<file path="config.mk">
export PLATFORM = sky130hd
export DESIGN_NAME = mem_port_arbiter
export DESIGN_NICKNAME = d
export VERILOG_FILES = /design/src/rtl/mem_port_arbiter.sv
export SDC_FILE = /design/constraint.sdc
export NUM_CORES = 1
export LEC_CHECK = 0
export CAP_MARGIN = 20
export CELL_PAD_IN_SITES_DETAIL_PLACEMENT = 0
export CELL_PAD_IN_SITES_GLOBAL_PLACEMENT = 1
export CORE_MARGIN = 3
export CORE_UTILIZATION = 23
export CTS_CLUSTER_SIZE = 10
export DETAILED_ROUTE_END_ITERATION = 8
export PLACE_DENSITY_LB_ADDON = 0.2
export REMOVE_ABC_BUFFERS = 1
export SYNTH_ARGS = -nofsm -noshare
export SYNTH_HDL_FRONTEND = slang
export SYNTH_SLANG_ARGS = --single-unit
</file>
<file path="constraint.sdc">
create_clock -name clk -period 2.5 [get_ports clk]
set_input_delay 0.25 -clock clk [delete_from_list [all_inputs] [get_ports clk]]
set_output_delay 0.25 -clock clk [all_outputs]
set_load 0.05 [all_outputs]
</file>
<file path="src/rtl/mem_port_arbiter.sv">
// Single-port memory arbiter shared by the F-stage fetch and the M-stage load/store.
// Issues the data access first (older instruction), then the fetch, and stalls the pipeline until both finish.
module mem_port_arbiter #(
    parameter int unsigned WAIT_MAX  = 16,
    parameter logic [31:0] NOP_INSTR = 32'h00000013
) (
    input  logic        clk,
    input  logic        rst,
    input  logic [31:0] PCF,
    input  logic        MemReqM,
    input  logic        MemWriteM,
    input  logic [31:0] ALUResultM,
    input  logic [31:0] WriteDataM,
    output logic        MemReq,
    output logic [31:0] MemAddr,
    output logic [31:0] MemWD,
    output logic        MemWE,
    input  logic [31:0] MemRData,
    input  logic        MemReady,
    output logic [31:0] InstrF,
    output logic [31:0] ReadDataM,
    output logic        Advance,
    output logic        BusErr
);

    typedef enum logic [1:0] {
        IDLE       = 2'd0,
        DATA_WAIT  = 2'd1,
        FETCH_WAIT = 2'd2
    } state_t;

    localparam logic [7:0] WAIT_LIMIT = 8'(WAIT_MAX);

    state_t      state_q, state_d;
    logic [7:0]  wait_cnt_q, wait_cnt_d;
    logic [31:0] instr_q, instr_d;
    logic [31:0] rdata_q, rdata_d;
    logic        bus_err_q, bus_err_d;

    logic in_wait;
    logic timeout;
    logic done;

    // A timed-out access completes exactly like an acked one, just with substitute data.
    assign in_wait = (state_q == DATA_WAIT) || (state_q == FETCH_WAIT);
    assign timeout = in_wait && !MemReady && (wait_cnt_q == WAIT_LIMIT);
    assign done    = in_wait && (MemReady || timeout);

    always_comb begin
        state_d    = state_q;
        wait_cnt_d = wait_cnt_q;
        instr_d    = instr_q;
        rdata_d    = rdata_q;
        bus_err_d  = bus_err_q;
        MemReq     = 1'b1;
        MemAddr    = PCF;
        MemWD      = WriteDataM;
        MemWE      = 1'b0;
        Advance    = 1'b0;

        case (state_q)
            IDLE: begin
                wait_cnt_d = 8'd0;
                if (MemReqM) begin
                    MemAddr = ALUResultM;
                    MemWE   = MemWriteM;
                    state_d = DATA_WAIT;
                end else begin
                    state_d = FETCH_WAIT;
                end
            end
            DATA_WAIT: begin
                MemAddr = ALUResultM;
                MemWE   = MemWriteM;
                if (done) begin
                    if (!MemWriteM) begin
                        rdata_d = MemReady ? MemRData : 32'd0;
                    end
                    if (timeout) begin
                        bus_err_d = 1'b1;
                    end
                    wait_cnt_d = 8'd0;
                    state_d    = FETCH_WAIT;
                end else begin
                    wait_cnt_d = wait_cnt_q + 8'd1;
                end
            end
            FETCH_WAIT: begin
                if (done) begin
                    instr_d = MemReady ? MemRData : NOP_INSTR;
                    if (timeout) begin
                        bus_err_d = 1'b1;
                    end
                    Advance    = !rst;
                    wait_cnt_d = 8'd0;
                    state_d    = IDLE;
                end else begin
                    wait_cnt_d = wait_cnt_q + 8'd1;
                end
            end
            default: begin
                wait_cnt_d = 8'd0;
                state_d    = IDLE;
            end
        endcase
    end

    always_ff @(posedge clk) begin
        if (rst) begin
            state_q    <= IDLE;
            wait_cnt_q <= 8'd0;
            instr_q    <= NOP_INSTR;
            rdata_q    <= 32'd0;
            bus_err_q  <= 1'b0;
        end else begin
            state_q    <= state_d;
            wait_cnt_q <= wait_cnt_d;
            instr_q    <= instr_d;
            rdata_q    <= rdata_d;
            bus_err_q  <= bus_err_d;
        end
    end

    assign InstrF    = instr_q;
    assign ReadDataM = rdata_q;
    assign BusErr    = bus_err_q;

endmodule

</file>
==> results of run 1 <==
-- worst max path at each step --
stage / start / to / slack (ns) / cells after the start
2_1_floorplan: state_q[1] / ReadDataM[0] / -1.17 / 4
3_3_place_gp: state_q[1] / ReadDataM[0] / 0.56 / 5
3_5_place_dp: state_q[0] / InstrF[31] / 0.51 / 6
4_1_cts: state_q[0] / Advance / 0.18 / 6
5_1_grt: state_q[0] / Advance / 0.02 / 6
6_report: state_q[1] / Advance / 0.21 / 6
-- report_power, final --
group / internal (mW) / switching (mW) / total (mW) / leakage [nW]
clock: 0.671 / 0.496 / 1.17 / 0.128
combinational: 1.28 / 1.57 / 2.86 / 1.43
sequential: 1.26 / 0.0408 / 1.30 / 0.605
-- through the flow --
step           cell area, um^2  cells  hold WS, ns  setup TNS, ns
3_3_place_gp              5570    626        0.446              0
3_5_place_dp              5570    626        0.454              0
6_report                  5840    642        0.463              0
2_1_floorplan             2900    234        0.319         -46.96
4_1_cts                   5840    642        0.467              0
5_1_grt                   5840    642        0.476              0
-- layer usage --
metal	track usage	vias to the layer above	wire (um)
met5	0.0279	-	13
met4	0.0606	2	282
met3	0.0844	18	1620
met1	0.193	1517	5550
met2	0.244	184	5960
li1	-	1446	-
-- logic make-up after synthesis --
group | after synthesis | synth area share
compound gates | 107 | 0.315
flops | 75 | 0.455
buf+inv | 69 | 0.131
simple gates | 31 | 0.0572
xor+xnor | 6 | 0.0159
fa+ha+maj | 5 | 0.0189
mux | 2 | 0.00606
other cells | 1 | 0.00114
-- critical path: stages, from the launching register on --
cell and delay, ns:
dfxtp_1 0.35, inv_1 0.08, ha_1 0.51, nor2b_1 0.24
and2_1 0.20, and2_1 0.19, buf_12 0.15
-- synthesized netlist by cell type, types with 2 or more instances --
| master | count |
|---|---|
| nand2_1 | 2 |
| a21o_1 | 2 |
| a22o_1 | 32 |
| xor2_1 | 5 |
| nand3_1 | 7 |
| buf_6 | 5 |
| nor2b_1 | 2 |
| ha_1 | 5 |
| a32o_1 | 61 |
| o22a_1 | 3 |
| buf_1 | 2 |
| and3_1 | 3 |
| buf_2 | 8 |
| nor2_1 | 8 |
| and2_1 | 3 |
| clkbuf_1 | 13 |
| dfxtp_1 | 75 |
| mux2i_1 | 2 |
| buf_4 | 33 |
| inv_1 | 7 |
-- flip-flops by register name (all words and copies together) (netlist names) --
| signal | cells |
|---|---|
| InstrF | 32 |
| ReadDataM | 32 |
| wait_cnt_q | 8 |
| state_q | 2 |
| BusErr | 1 |
-- placed cells by master (no fill, tap or decap), types with 2 or more instances in the layout --
cell type,n
a21o_1,2
a22o_1,32
a32o_1,61
and2_1,3
and3_1,3
buf_12,34
buf_4,13
clkbuf_16,9
clkdlybuf4s50_1,164
clkinv_2,2
clkinv_4,2
clkinvlp_4,2
dfxtp_1,75
ha_1,5
inv_1,7
nand2_1,2
nand3_1,7
nor2_1,8
nor2b_1,2
o22a_1,3
xor2_1,5
-- cell type report --
type	instances	area (um^2)	area share
Multi-Input combinational cell	152	1390	0.238
Clock inverter	6	42.5	0.00729
Timing Repair Buffer	212	2420	0.415
Sequential cell	75	1500	0.257
Clock buffer	10	229	0.0392
Tap cell	180	225	0.0386
Inverter	7	26.3	0.00450
==> flow_metrics.env, run 1 <==
export IMPL_worstMarginPinSlew_ns=0.611
export IMPL_peakVddDrop_mv=0.345
export IMPL_grt_pass1_wl_um=19800
export IMPL_place_congestion=0.867
export IMPL_port_buffers=199
export IMPL_dpl_hpwl_um=10200
export IMPL_async_reset_ff_frac=0
export IMPL_synth_edff_count=0
export IMPL_maxSlewHeadroom=0.591
export IMPL_reg2reg_to="InstrF[31]"
export IMPL_postSynthAreaPerCell_um2=11.2
export IMPL_chipHeight_um=126
export IMPL_synth_cell_types=38
export IMPL_post_cts_buffers=0
export IMPL_r2r_slack_ns=0.51
export IMPL_critPathKind="register to output port"
export IMPL_max_cap_violations=0
export IMPL_finalHoldViolCount=0
export IMPL_dr_pass1_iters=4
export IMPL_synthCells=296
export IMPL_root_buffer="clkbuf_16"
export IMPL_yosysSeqAreaShare=0.455
export IMPL_ant_nets=0
export IMPL_r2r_start="state_q[1]"
export IMPL_cts_sinks=75
export IMPL_grt_max_degree=34
export IMPL_powerDensity_mw_per_mm2=913
export IMPL_p_leak_nw=2.16
export IMPL_hold_class="register to register"
export IMPL_ys_flop_type="dfxtp_1"
export IMPL_grt_pass1_vias=3283
export IMPL_synth_seq_cells=75
export IMPL_drive_above_1_share=0.156
export IMPL_slew_viol_final=0
export IMPL_cts_resized=0
export IMPL_fp_row_count=43
export IMPL_yosys_warnings=0
export IMPL_synthTopCellsByArea="dfxtp_1, a32o_1, a22o_1, buf_4, ha_1"
export IMPL_post_place_ws_ns=0.513
export IMPL_drt_iter0_markers=150
export IMPL_final_nets=595
export IMPL_netlist_area_mm2=0.00330
export IMPL_clk_pin_slew_ns=0.06
export IMPL_worst_skew_pair_late_latency_ns=0.33
export IMPL_post_route_util=0.419
export IMPL_routedWlPerCell_um=20.9
export IMPL_drc=0
export IMPL_start_util=0.237
export IMPL_core_mm2=0.0139
export IMPL_wirelength_um=13400
export IMPL_cts_hold_buf=0
export IMPL_track_usage=0.161
export IMPL_whs_path_depth=1
export IMPL_critPathMaxFanout=9
export IMPL_hold_path_endpoint="ReadDataM[6]"
export IMPL_startpoint_type="register"
export IMPL_end_kind="output port"
export IMPL_period_needed_ns=2.29
export IMPL_crit_required_ns=2.25
export IMPL_ios=265
export IMPL_synth_top_area_share=0.455
export IMPL_worst_ep_arrival_time_ns=2.04
export IMPL_clk_path_buf_depth=2
export IMPL_setup_ws_ns=0.210
export IMPL_viasPerCell=4.93
export IMPL_cts_buffers=9
export IMPL_setup_violations=0
export IMPL_n_antenna_cell=0
export IMPL_via_count=3167
export IMPL_yosys_area_top_type="dfxtp_1"
export IMPL_fmax_mhz=437
export IMPL_finalPower_mw=5.33
export IMPL_hold_start="ReadDataM[6]"
export IMPL_rsz0062_at_grt="no"
export IMPL_dieArea_mm2=0.0158
export IMPL_fin_crit_sh=0.916
export IMPL_htree_num_levels=3
export IMPL_die_width_um=126
export IMPL_antenna_found_initial=1
export IMPL_cts_tree="done"
export IMPL_areaGrowthSynthToFinish_pct=76.8
export IMPL_finClkSkew_ns=0.00638
export IMPL_worstRegToRegCells=6
export IMPL_grt_ovfl_total=0
export IMPL_status="finished clean"
export IMPL_nFillCells=1316
(Power assumes the default switching activity.)
==> run 2: changes to the inputs <==
SKIP_CTS_REPAIR_TIMING = 1   (was unset)
clock period = 2.3 ns   (was 2.5 ns; I/O delays follow)
==> run 2 against run 1 <==
Net effect: non-clock buffer count down 1; register-to-register slack lost 0.07 ns; clock skew fell by 0.0011 ns; sequential power rose by 9%; worst hold slack worse by 0.12 ns; global-route usage fell by 0.35 points; critical path type unchanged.
==> flow_metrics.env, run 2 (synthesized netlist as in run 1, its figures left out) <==
export IMPL_startpoint_type="register"
export IMPL_crit_start="state_q[1]"
export IMPL_dpl_hpwl_um=9820
export IMPL_areaGrowthSynthToFinish_pct=79.0
export IMPL_critPathMaxFanout=32
export IMPL_slew_viol_final=0
export IMPL_die_width_um=126
export IMPL_drive_above_1_share=0.156
export IMPL_r2r_start="wait_cnt_q[0]"
export IMPL_setup_violations=0
export IMPL_wirelength_um=13100
export IMPL_dpl_cell_count=625
export IMPL_nFillCells=1298
export IMPL_finalHoldViolCount=0
export IMPL_final_nets=594
export IMPL_ant_nets=0
export IMPL_powerDensity_mw_per_mm2=1030
export IMPL_drt_iter0_markers=145
export IMPL_peakVddDrop_mv=0.380
export IMPL_crit_required_ns=2.07
export IMPL_grt_max_degree=57
export IMPL_fin_cells=641
export IMPL_chipHeight_um=126
export IMPL_regArea_mm2=0.00150
export IMPL_port_buffers=199
export IMPL_finalPower_mw=6.07
export IMPL_final_common_cell="clkdlybuf4s50_1"
export IMPL_fmax_mhz=456
export IMPL_htree_num_levels=3
export IMPL_period_needed_ns=2.19
export IMPL_reg2reg_to="ReadDataM[10]"
export IMPL_rsz0062_at_grt="no"
export IMPL_worst_ep_arrival_time_ns=1.96
export IMPL_worst_skew_pair_late_latency_ns=0.33
export IMPL_drc=0
export IMPL_grt_ovfl_total=0
export IMPL_cts_sinks=75
export IMPL_root_buffer="clkbuf_16"
export IMPL_finClkSkew_ns=0.00530
export IMPL_p_leak_nw=2.19
export IMPL_dieArea_mm2=0.0158
export IMPL_clk_pin_slew_ns=0.06
export IMPL_r2r_slack_ns=0.44
export IMPL_max_cap_violations=0
export IMPL_place_congestion=0.864
export IMPL_core_mm2=0.0139
export IMPL_grt_pass1_vias=3150
export IMPL_crit_end="MemAddr[26]"
export IMPL_critPathKind="register to output port"
export IMPL_status="finished clean"
export IMPL_fp_row_count=43
export IMPL_track_usage=0.158
export IMPL_cts_buffers=9
export IMPL_layout_cells_most_common_list="clkdlybuf4s50_1, dfxtp_1, a32o_1, buf_12, a22o_1"
export IMPL_via_count=3175
export IMPL_maxSlewHeadroom=0.596
export IMPL_viasPerCell=4.95
export IMPL_worstRegToRegCells=7
export IMPL_ios=265
export IMPL_clk_path_buf_depth=2
export IMPL_end_kind="output port"
export IMPL_routedWlPerCell_um=20.5
export IMPL_cts_tree="done"
export IMPL_multi_input_area_mm2=0.00139
export IMPL_antenna_found_initial=0
export IMPL_fin_crit_sh=0.953
export IMPL_hold_class="input port to register"
export IMPL_worstMarginPinSlew_ns=0.606
export IMPL_n_antenna_cell=0
export IMPL_dr_pass1_iters=4
export IMPL_start_util=0.237
export IMPL_grt_pass1_wl_um=19300
## run 2: cell count changes in the layout (fill, tap and decap cells not counted), sizes merged
| cell | previous run | this run |
|---|---|---|
| buf | 48 | 47 |
| clkinv | 4 | 1 |
| clkinvlp | 2 | 1 |
| bufinv | 0 | 2 |
| clkbuf | 10 | 12 |
## run 2: layout make-up
class	count	share of cell area
repair buffers	211	0.412
flip-flops and latches	75	0.254
multi-input cells	152	0.235
clock buffers	12	0.0434
well taps	180	0.0381
clock inverters	4	0.0123
inverters	7	0.00445
## run 2: how the worst min path moves through the flow
stage | startpoint | slack, ns | to | depth (start not counted)
CTS | MemReady | 0.35 | ReadDataM[11] | 2
global placement | ReadDataM[25] | 0.45 | ReadDataM[25] | 1
detailed placement | InstrF[12] | 0.45 | InstrF[12] | 1
floorplan | rst | 0.30 | state_q[1] | 1
finish | MemReady | 0.34 | ReadDataM[11] | 2
global route | MemReady | 0.38 | ReadDataM[11] | 2
## run 2: routing by layer
layer / vias up / routed length [um] / GRT usage
li1: 1446 / - / -
met1: 1525 / 5480 / 0.198
met2: 194 / 5940 / 0.245
met3: 10 / 1580 / 0.0768
met4: 0 / 119 / 0.0379
met5: - / 0 / 0.00929
## run 2: critical path, cell delays in order, from the launching register on
cell and delay, ns:
dfxtp_1 0.32, inv_1 0.10, ha_1 0.25, mux2i_2 0.26
buf_8 0.24, a22o_1 0.28, buf_12 0.17
## run 2: per-stage QoR
stage          hold slack, ns  utilization  area (um^2)  TNS (ns)  setup slack (ns)
6_report                0.342        0.424         5910         0             0.108
5_1_grt                 0.379        0.424         5910         0           0.00470
4_1_cts                 0.346        0.423         5900  -0.00978          -0.00978
3_5_place_dp            0.453        0.400         5570         0             0.347
3_3_place_gp            0.446        0.400         5570         0             0.356
2_1_floorplan           0.299            -         2900    -59.24             -1.37
## run 2: report_power, final
group / internal, mW / total, mW / switching (mW)
Clock: 1.01 / 1.53 / 0.524
Combinational: 1.42 / 3.12 / 1.70
Sequential: 1.37 / 1.42 / 0.0430
Total: 3.80 / 6.07 / 2.27
